===== config.mk =====
export PLATFORM = sky130hd
export DESIGN_NAME = remote_coeff_loader
export DESIGN_NICKNAME = d
export VERILOG_FILES = /design/src/rtl/remote_filter_pkg.sv /design/src/rtl/gap_timer.sv /design/src/rtl/remote_coeff_loader.sv
export SDC_FILE = /design/constraint.sdc
export NUM_CORES = 1
export LEC_CHECK = 0
export CAP_MARGIN = 20
export CORE_ASPECT_RATIO = 0.5
export CORE_MARGIN = 2
export CORE_UTILIZATION = 45
export CTS_CLUSTER_DIAMETER = 100
export DETAILED_ROUTE_END_ITERATION = 16
export GPL_TIMING_DRIVEN = 0
export PLACE_DENSITY = 0.68
export SYNTH_ARGS = -nofsm -noshare
export SYNTH_HDL_FRONTEND = slang
export SYNTH_HIERARCHICAL = 1
export SYNTH_SLANG_ARGS = --single-unit

===== constraint.sdc =====
create_clock -name clk -period 3.5 [get_ports clk]
set_clock_uncertainty 0.1 [all_clocks]
set_input_delay 0.35 -clock clk [delete_from_list [all_inputs] [get_ports clk]]
set_output_delay 0.35 -clock clk [all_outputs]
set_load 0.05 [all_outputs]

===== src/rtl/remote_filter_pkg.sv =====
// ============================================================================
// remote_filter_pkg
// Shared frame constants and loader state encoding for the remote FIR path.
// Revision: 1.0
// ============================================================================
`default_nettype none

package remote_filter_pkg;

  localparam logic [7:0] SYNC_BYTE  = 8'hA5;
  localparam logic [7:0] CMD_LOAD   = 8'h01;
  localparam logic [7:0] CMD_ENABLE = 8'h02;
  localparam logic [7:0] CMD_BYPASS = 8'h03;

  typedef enum logic [2:0] {
    IDLE    = 3'd0,
    CMD     = 3'd1,
    PAYLOAD = 3'd2,
    CHECK   = 3'd3,
    COMMIT  = 3'd4
  } state_t;

endpackage

`default_nettype wire


===== src/rtl/gap_timer.sv =====
// ============================================================================
// gap_timer
// Counts idle cycles while run is high and flags expiry at TIMEOUT_CYCLES.
// Revision: 1.0
// ============================================================================
`default_nettype none

module gap_timer #(
  parameter int unsigned TIMEOUT_CYCLES = 100000
) (
  input  logic clk,
  input  logic reset_n,
  input  logic clear,
  input  logic run,
  output logic expired
);

  localparam int unsigned c_cnt_w = $clog2(TIMEOUT_CYCLES + 1);
  localparam logic [c_cnt_w-1:0] c_limit = c_cnt_w'(TIMEOUT_CYCLES);

  logic [c_cnt_w-1:0] r_count;

  // Saturates at the limit so a stalled supervisor keeps reporting expiry.
  always_ff @(posedge clk or negedge reset_n) begin
    if (!reset_n) begin
      r_count <= '0;
    end else if (clear) begin
      r_count <= '0;
    end else if (run && (r_count != c_limit)) begin
      r_count <= r_count + 1'b1;
    end
  end

  assign expired = run && !clear && (r_count == c_limit);

endmodule

`default_nettype wire


===== src/rtl/remote_coeff_loader.sv =====
// ============================================================================
// remote_coeff_loader
// Parses SYNC/CMD/PAYLOAD/CHK byte frames into FIR coefficients and enable.
// Revision: 1.0
// ============================================================================
`default_nettype none

module remote_coeff_loader
  import remote_filter_pkg::*;
#(
  parameter int unsigned NUMBER_OF_TAPS = 7,
  parameter int unsigned COEFF_BITS     = 16,
  parameter int unsigned TIMEOUT_CYCLES = 100000
) (
  input  logic                                 clk,
  input  logic                                 reset_n,
  input  logic [7:0]                           rx_data,
  input  logic                                 rx_valid,
  output logic                                 rx_ready,
  output logic [COEFF_BITS*NUMBER_OF_TAPS-1:0] coeffs,
  output logic                                 filter_en,
  output logic                                 coeff_update,
  output logic                                 frame_err,
  output logic                                 busy
);

  localparam int unsigned c_payload_bytes = NUMBER_OF_TAPS * COEFF_BITS / 8;
  localparam int unsigned c_cnt_w         = $clog2(c_payload_bytes + 1);
  localparam int unsigned c_vec_w         = NUMBER_OF_TAPS * COEFF_BITS;
  localparam logic [c_cnt_w-1:0] c_last_idx = c_cnt_w'(c_payload_bytes - 1);

  state_t               r_state;
  state_t               w_next_state;
  logic [7:0]           r_cmd;
  logic [7:0]           r_xor;
  logic [c_cnt_w-1:0]   r_byte_cnt;
  logic [c_vec_w-1:0]   r_shadow;
  logic [c_vec_w-1:0]   r_coeffs;
  logic                 r_filter_en;
  logic                 r_coeff_update;
  logic                 r_frame_err;

  logic                 w_accept;
  logic                 w_timer_run;
  logic                 w_timer_clear;
  logic                 w_expired;
  logic                 w_err;
  logic                 w_latch_cmd;
  logic                 w_store_byte;
  logic                 w_discard;
  logic                 w_commit;

  assign rx_ready     = (r_state != COMMIT);
  assign busy         = (r_state != IDLE);
  assign coeffs       = r_coeffs;
  assign filter_en    = r_filter_en;
  assign coeff_update = r_coeff_update;
  assign frame_err    = r_frame_err;

  assign w_accept      = rx_valid && rx_ready;
  assign w_timer_run   = (r_state == CMD) || (r_state == PAYLOAD) || (r_state == CHECK);
  assign w_timer_clear = w_accept || !w_timer_run;

  gap_timer #(
    .TIMEOUT_CYCLES (TIMEOUT_CYCLES)
  ) u_gap_timer (
    .clk     (clk),
    .reset_n (reset_n),
    .clear   (w_timer_clear),
    .run     (w_timer_run),
    .expired (w_expired)
  );

  always_ff @(posedge clk or negedge reset_n) begin
    if (!reset_n) begin
      r_state <= IDLE;
    end else begin
      r_state <= w_next_state;
    end
  end

  always_comb begin
    w_next_state = r_state;
    w_err        = 1'b0;
    w_latch_cmd  = 1'b0;
    w_store_byte = 1'b0;
    w_discard    = 1'b0;
    w_commit     = 1'b0;
    case (r_state)
      IDLE: begin
        if (w_accept && (rx_data == SYNC_BYTE)) begin
          w_next_state = CMD;
        end
      end
      CMD: begin
        if (w_expired) begin
          w_err        = 1'b1;
          w_discard    = 1'b1;
          w_next_state = IDLE;
        end else if (w_accept) begin
          case (rx_data)
            CMD_LOAD: begin
              w_latch_cmd  = 1'b1;
              w_next_state = PAYLOAD;
            end
            CMD_ENABLE, CMD_BYPASS: begin
              w_latch_cmd  = 1'b1;
              w_next_state = CHECK;
            end
            default: begin
              w_err        = 1'b1;
              w_next_state = IDLE;
            end
          endcase
        end
      end
      PAYLOAD: begin
        if (w_expired) begin
          w_err        = 1'b1;
          w_discard    = 1'b1;
          w_next_state = IDLE;
        end else if (w_accept) begin
          w_store_byte = 1'b1;
          if (r_byte_cnt == c_last_idx) begin
            w_next_state = CHECK;
          end
        end
      end
      CHECK: begin
        if (w_expired) begin
          w_err        = 1'b1;
          w_discard    = 1'b1;
          w_next_state = IDLE;
        end else if (w_accept) begin
          if (rx_data == r_xor) begin
            w_next_state = COMMIT;
          end else begin
            w_err        = 1'b1;
            w_discard    = 1'b1;
            w_next_state = IDLE;
          end
        end
      end
      COMMIT: begin
        w_commit     = 1'b1;
        w_next_state = IDLE;
      end
      default: begin
        w_next_state = IDLE;
      end
    endcase
  end

  // The running XOR is seeded with CMD for every command so that payload-less
  // frames check against CHK == CMD.
  always_ff @(posedge clk or negedge reset_n) begin
    if (!reset_n) begin
      r_cmd          <= '0;
      r_xor          <= '0;
      r_byte_cnt     <= '0;
      r_shadow       <= '0;
      r_coeffs       <= '0;
      r_filter_en    <= 1'b0;
      r_coeff_update <= 1'b0;
      r_frame_err    <= 1'b0;
    end else begin
      r_coeff_update <= w_commit;
      r_frame_err    <= w_err;
      if (w_latch_cmd) begin
        r_cmd      <= rx_data;
        r_xor      <= rx_data;
        r_byte_cnt <= '0;
      end
      if (w_store_byte) begin
        for (int i = 0; i < c_payload_bytes; i++) begin
          if (r_byte_cnt == c_cnt_w'(i)) begin
            r_shadow[i*8 +: 8] <= rx_data;
          end
        end
        r_xor      <= r_xor ^ rx_data;
        r_byte_cnt <= r_byte_cnt + 1'b1;
      end
      if (w_discard) begin
        r_shadow <= '0;
      end
      if (w_commit) begin
        case (r_cmd)
          CMD_LOAD:   r_coeffs    <= r_shadow;
          CMD_ENABLE: r_filter_en <= 1'b1;
          CMD_BYPASS: r_filter_en <= 1'b0;
          default:    r_filter_en <= r_filter_en;
        endcase
      end
    end
  end

endmodule

`default_nettype wire

==> reports/results.ini, run 1 <==
[placement]
place.gp.congestion = 0.833
io_buffers = 121
dp.cells = 1497
place_hpwl_um = 21800
pre_cts_slack_ps = -1040

[cells_and_area]
final_core_util_pct = 55.7
antenna_cells = 0
syn_to_final_growth_pct = 21.8
final_nets = 1187
n_fill_cell = 2212
drive_gt1_share_pct = 18.4
layoutNonFillerInstCount = 1541

[synthesis]
synth_edf_count = 0
ys_top_cells_by_area = dfrtp_1 55%, mux2_4 10%, a221oi_1 7.6%
avgSynthCellArea_um2 = 11.8
synth_cells = 1022
synth_top_area_cell = dfrtp_1
ys_types = 58
yosysMostFrequentCell = dfrtp_1
yosys_most_used_dff = dfrtp_1
synth.cell_area_um2 = 12100
syn-num-nets = 1039
synth-seq-area-share_pct = 55.3
yosysWarnings = 6
async_flop_share_pct = 100
synth_top_cell_area_share_pct = 55.3
ys_top_cells_by_count = 267 x dfrtp_1, 129 x nand2_1, 110 x nand3_1
ys_seq_elements = 267

[clocking]
clkTransAtPathRegs_ps = 60
clkLatencyLatePin_ps = 540
postCtsSetupRepairBufs = 0
cts_tree = done
htreeDepth = 1
cts_root_buf = clkbuf_16
clock_path_buffers = 3
cts_sinks = 267
numCtsBuffers = 25

[floorplan]
design.die.area_um2 = 28200
initial_utilization_pct = 45.8
core.rowCount = 42
io_pins = 128
dieWidth_um = 236
die_h_um = 120
core_um2 = 26400

[timing]
slew_violations = 0
maxSlewHeadroom_pct = 39.0
grt_setup_unrepaired = no
hold_viol = 0
setup_viol = 0
holdWs_ps = 122
timing.fmax_mhz = 305
fin_ws_ps = 220
worstMarginPinSlew_ps = 915
period_needed_ps = 3280
final.period_utilization_pct = 93.7

[routing]
drtIter0Drc = 897
drcViolationCount = 0
first_pass_iters = 6
finalWirelength_um = 31600
ant_nets = 0
viasPerCell = 5.76
wire_per_inst_um = 20.5
num_vias = 8869

[worst_setup_path]
cp.arrival_ps = 3550
crit_fanout = 10
critPathCaptureType = flop
path_class = reg -> reg
critPathLaunchType = flop
required_ps = 3770

[outcome]
outcome = finished clean

[global_route]
grt_start_max_net_pins = 127
grt_usage_pct = 22.7
grt_pass1_wl_um = 50500
first_global_vias = 8909
antenna_found_initial = 0
overflow = 0

[power_and_ir_drop]
worst_ir_drop_vdd_uv = 298
power_uw = 6140
p_leak_uw = 0.00678
powerDensity_nw_per_um2 = 418

[flow_run]
cap_violations = 0

[hold_path]
hold_class = in -> async

==> worst max-delay path, cell delays in order, from the launching register on <==
cell	delay [ps]
dfrtp_1	420
inv_1	70
ha_1	130
nor4bb_2	320
and4_2	350
nor3b_4	310
buf_2	330
and2_2	320
clkbuf_4	290
clkbuf_2	310
a221oi_1	150
==> final cells by class <==
| cell class | count | area (um^2) | area share [%] |
|---|---|---|---|
| well taps | 352 | 440 | 2.99 |
| repair buffers | 124 | 1280 | 8.71 |
| flip-flops and latches | 267 | 6680 | 45.4 |
| plain buffers | 98 | 488 | 3.32 |
| clock buffers | 40 | 782 | 5.32 |
| clock inverters | 6 | 58.8 | 0.400 |
| multi-input cells | 640 | 4920 | 33.5 |
| inverters | 14 | 52.6 | 0.357 |
==> registers in the layout (all words and copies together) (netlist names) <==
name	count
filter_en	1
u_gap_timer/r_count	17
coeff_update	1
r_cmd	8
r_byte_cnt	4
r_xor	8
r_shadow	112
frame_err	1
r_state	3
coeffs	112
==> what timing repair did <==
item / in CTS / in global routing
pin swaps: 0 / 0
hold endpoints to repair: 267 / 0
endpoints found under the setup margin: 114 / 113
hold buffers: 1 / 0
resized for setup: 16 / 7
==> layout by cell type (no fill, tap or decap), drive strengths merged, types with 6 or more instances in the layout <==
cell type	n
inv	15
and2	11
or3	8
a211oi	8
ha	6
buf	33
nor2b	6
a21oi	11
a221oi	105
xor2	14
dfrtp	267
nor2	20
mux2	114
o21ai	21
clkdlybuf4s50	120
mux2i	13
nand3	111
clkbuf	108
nand2	130
==> routing by layer <==
layer	part of all wire (%)	wire (um)	track usage, %
met5	0	0	0
met4	2.2	689	6.45
met3	7.1	2250	5.11
met2	45	14300	34.9
met1	45	14300	32.4
==> kinds of logic after synthesis <==
| family | share of synthesized area [%] |
|---|---|
| simple gates | 13.9 |
| flops | 55.3 |
| compound gates | 10.4 |
| mux | 14.2 |
| buf+inv | 4.43 |
| xor+xnor | 1.09 |
| fa+ha+maj | 0.622 |
==> metrics by stage <==
stage	setup TNS [ps]	cell area (um^2)
6_report	0	14700
5_1_grt	0	14700
4_1_cts	0	14700
3_5_place_dp	-85560	13800
3_3_place_gp	-2478090	13700
2_1_floorplan	0	12100
==> where the power goes <==
group          switching [uW]  leakage (uW)  internal, uW  total (uW)
logic                     163       0.00266          58.3         222
clock network            1180      0.000420          1600        2790
registers                23.5       0.00370          3110        3130
total                    1370       0.00678          4770        6140
==> worst paths after layout <==
| kind | startpoint | endpoint | slack (ps) | cells after the start |
|---|---|---|---|---|
| max | u_gap_timer/r_count[0]$_DFFE_PN0P_ | r_shadow[15]$_DFFE_PN0P_ | 220 | 10 |
| min | reset_n | u_gap_timer/r_count[10]$_DFFE_PN0P_ | 120 | 2 |
| max reg2reg | u_gap_timer/r_count[0]$_DFFE_PN0P_ | r_shadow[15]$_DFFE_PN0P_ | 220 | 10 |
| min reg2reg | r_cmd[0]$_DFFE_PN0P_ | filter_en$_DFFE_PN0P_ | 390 | 1 |
| max in group asynchronous | reset_n | coeffs[40]$_DFFE_PN0P_ | 2310 | 3 |
| min in group clk | rx_data[7] | r_shadow[71]$_DFFE_PN0P_ | 150 | 3 |
(Power assumes the default switching activity.)
==> run 2: changes to the inputs <==
- CORE_MARGIN: 2 -> 3
==> run 2 against run 1 <==
Against the previous run:
- register-to-register slack is essentially flat
- die area grew 2.5%
- sequential share of layout area grew 0.15 points
- clock power shrank 5%
- clock-buffer cell count shrank 2
- via count grew 2.2%
- critical endpoint is now busy
- hold slack gained 71 ps
- worst setup slack lost 22 ps
- final cell count shrank 0.65%
- sequential power is essentially flat
==> reports/results.ini, run 2 (synthesized netlist as in run 1, its figures left out) <==
[clocking]
cts_root_buf = clkbuf_16
cts_tree = done
numCtsBuffers = 24  ; -4.0%
clock_path_buffers = 3  ; unchanged
clkLatencyLatePin_ps = 530  ; about the same
cts_sinks = 267  ; unchanged
htreeDepth = 1  ; unchanged
clkTransAtPathRegs_ps = 70  ; about the same

[global_route]
overflow = 0  ; unchanged
grt_start_max_net_pins = 116  ; -8.7%
met1_usage_pct = 30.6  ; -1.8 points
globalRouteMet3Util_pct = 5.27  ; +0.16 points
grt_pass1_wl_um = 51100  ; +1.2%
grt_use_met2_pct = 35.6  ; +0.68 points
top_usage_layer = met2
first_global_vias = 9179  ; +3.0%
antenna_found_initial = 0  ; unchanged
grt_usage_pct = 22.2  ; -0.47 points

[worst_setup_path]
cpMostUsedCell = clkbuf_2
critPathLaunchType = flop
crit_chain = buf_2, inv_2, clkbuf_2, clkbuf_2, nand2_1, clkdlybuf4s50_1
worstReg2RegStart = r_state[1]$_DFFE_PN0P_
required_ps = 3050  ; -720 ps
cp.arrival_ps = 2850  ; -700 ps
reg2reg_slack_ps = 230  ; about the same
r2r_end = r_shadow[47]$_DFFE_PN0P_
crit_family = buffers and inverters
path_class = reg -> out
cp_slowest_cell = clkdlybuf4s50_1
critPathCaptureType = output port
crit_buf_inv = 5  ; +1
crit_fanout = 10  ; unchanged
r2r_cells = 10  ; unchanged
max_stage_delay_ps = 710  ; +290 ps

[cells_and_area]
antenna_cells = 0  ; unchanged
syn_to_final_growth_pct = 21.4
layoutNonFillerInstCount = 1531  ; -0.65%
drive_gt1_share_pct = 17.9  ; -0.56 points
n_fill_cell = 2086  ; -5.7%
final_nets = 1189  ; +0.17%
layout_commonest_cell = dfrtp_1
final_cell_mix = 267 x dfrtp_1, 129 x nand2_1, 120 x clkdlybuf4s50_1, 110 x nand3_1, 105 x a221oi_1

[outcome]
outcome = finished clean

[placement]
place_hpwl_um = 22200  ; +2.0%
pre_cts_slack_ps = -953  ; +83.6 ps
place.gp.congestion = 0.895  ; +7.4%
dp.cells = 1489  ; -0.53%
io_buffers = 121  ; unchanged

[power_and_ir_drop]
p_leak_uw = 0.00675  ; -0.39%
powerDensity_nw_per_um2 = 410  ; -1.9%
worst_ir_drop_vdd_uv = 303  ; +1.6%

[timing]
holdWs_ps = 193  ; +71.5 ps
timing.fmax_mhz = 303  ; -0.67%
fin_ws_ps = 198  ; -22.0 ps
worstMarginPinSlew_ps = 882  ; -32.9 ps
final.period_utilization_pct = 94.3  ; +0.63 points
period_needed_ps = 3300  ; +22.0 ps
hold_viol = 0  ; unchanged
slew_violations = 0  ; unchanged
grt_setup_unrepaired = no
setup_viol = 0  ; unchanged
maxSlewHeadroom_pct = 41.2  ; +2.2 points

[floorplan]
initial_utilization_pct = 46.8  ; +1.0 points
core.rowCount = 41  ; -2.4%
io_pins = 128  ; unchanged
core_um2 = 25800  ; -2.2%
dieWidth_um = 238  ; +0.85%
die_h_um = 122  ; +1.7%
design.die.area_um2 = 28900  ; +2.5%

[routing]
drcViolationCount = 0  ; unchanged
ant_nets = 0  ; unchanged
num_vias = 9063  ; +2.2%
drtIter0Drc = 1006  ; +12%
finalWirelength_um = 32100  ; +1.8%
wire_per_inst_um = 21.0  ; +2.4%
first_pass_iters = 6  ; unchanged
viasPerCell = 5.92  ; +2.9%

[flow_run]
cap_violations = 0  ; unchanged

[hold_path]
hold_class = in -> async

run 2: cell count changes in the layout (fill, tap and decap cells not counted), moves of 2 or more:
| cell | delta |
|---|---|
| clkbuf_8 | -7 |
| clkbuf_1 | +3 |
| clkinv_2 | -3 |
| clkbuf_2 | +2 |
| clkbuf_4 | +2 |
run 2: cell type report:
class | count | area [um^2] | area share [%]
Inverter | 14 | 52.6 | 0.358
Multi-Input combinational cell | 640 | 4920 | 33.5
Tap cell | 344 | 430 | 2.94
Sequential cell | 267 | 6680 | 45.6
Buffer | 98 | 493 | 3.36
Timing Repair Buffer | 127 | 1320 | 8.98
Clock inverter | 3 | 65.1 | 0.444
Clock buffer | 38 | 704 | 4.81
run 2: worst max-delay path by stage:
stage	depth (start not counted)	endpoint	slack [ps]	from
global placement	1	coeffs[53]$_DFFE_PN0P_	-9060	reset_n
finish	6	busy	200	r_state[2]$_DFFE_PN0P_
global route	10	r_shadow[63]$_DFFE_PN0P_	80	r_state[1]$_DFFE_PN0P_
detailed placement	11	r_shadow[23]$_DFFE_PN0P_	-950	rx_valid
CTS	10	r_shadow[51]$_DFFE_PN0P_	-20	r_state[1]$_DFFE_PN0P_
floorplan	11	r_shadow[10]$_DFFE_PN0P_	580	r_state[0]$_DFFE_PN0P_
run 2: layer usage:
layer / vias up / part of all wire (%)
met3: 71 / 7.5
met1: 4631 / 43
met2: 338 / 47
met5: - / 0
met4: 0 / 2.8
li1: 4023 / -
run 2: worst reg2reg max path, delay by kind of cell (launching register included):
| kind | cells | cell delay, ps |
|---|---|---|
| compound gates | 3 | 520 |
| buf+inv | 3 | 840 |
| flops | 1 | 440 |
| simple gates | 4 | 1240 |
run 2: power breakdown:
part / internal [uW] / total (uW) / leakage, uW / switching (uW)
sequential: 3110 / 3130 / 0.00370 / 23.7
clock: 1520 / 2650 / 0.000374 / 1130
combinational: 58.0 / 224 / 0.00268 / 166
total: 4690 / 6010 / 0.00675 / 1320
run 2: repair_timing:
item | CTS | global route
hold endpoints to repair | 44 | 0
buffers inserted | 0 | 3
resized for setup | 14 | 12
endpoints found under the setup margin | 114 | 115
hold buffers | 1 | 0
pin swaps | 0 | 1
gates cloned | 0 | 0
run 2: per-stage QoR:
stage | power, uW | utilization (%) | setup TNS, ps | instance area [um^2]
finish | 6010 | 56.8 | 0 | 14700
global route | 6210 | 56.8 | 0 | 14700
CTS | 6050 | 56.5 | -41.9 | 14600
detailed placement | 3410 | 53.4 | -83690 | 13800
global placement | 3400 | 53.1 | -2487050 | 13700
floorplan | 3280 | - | 0 | 12100
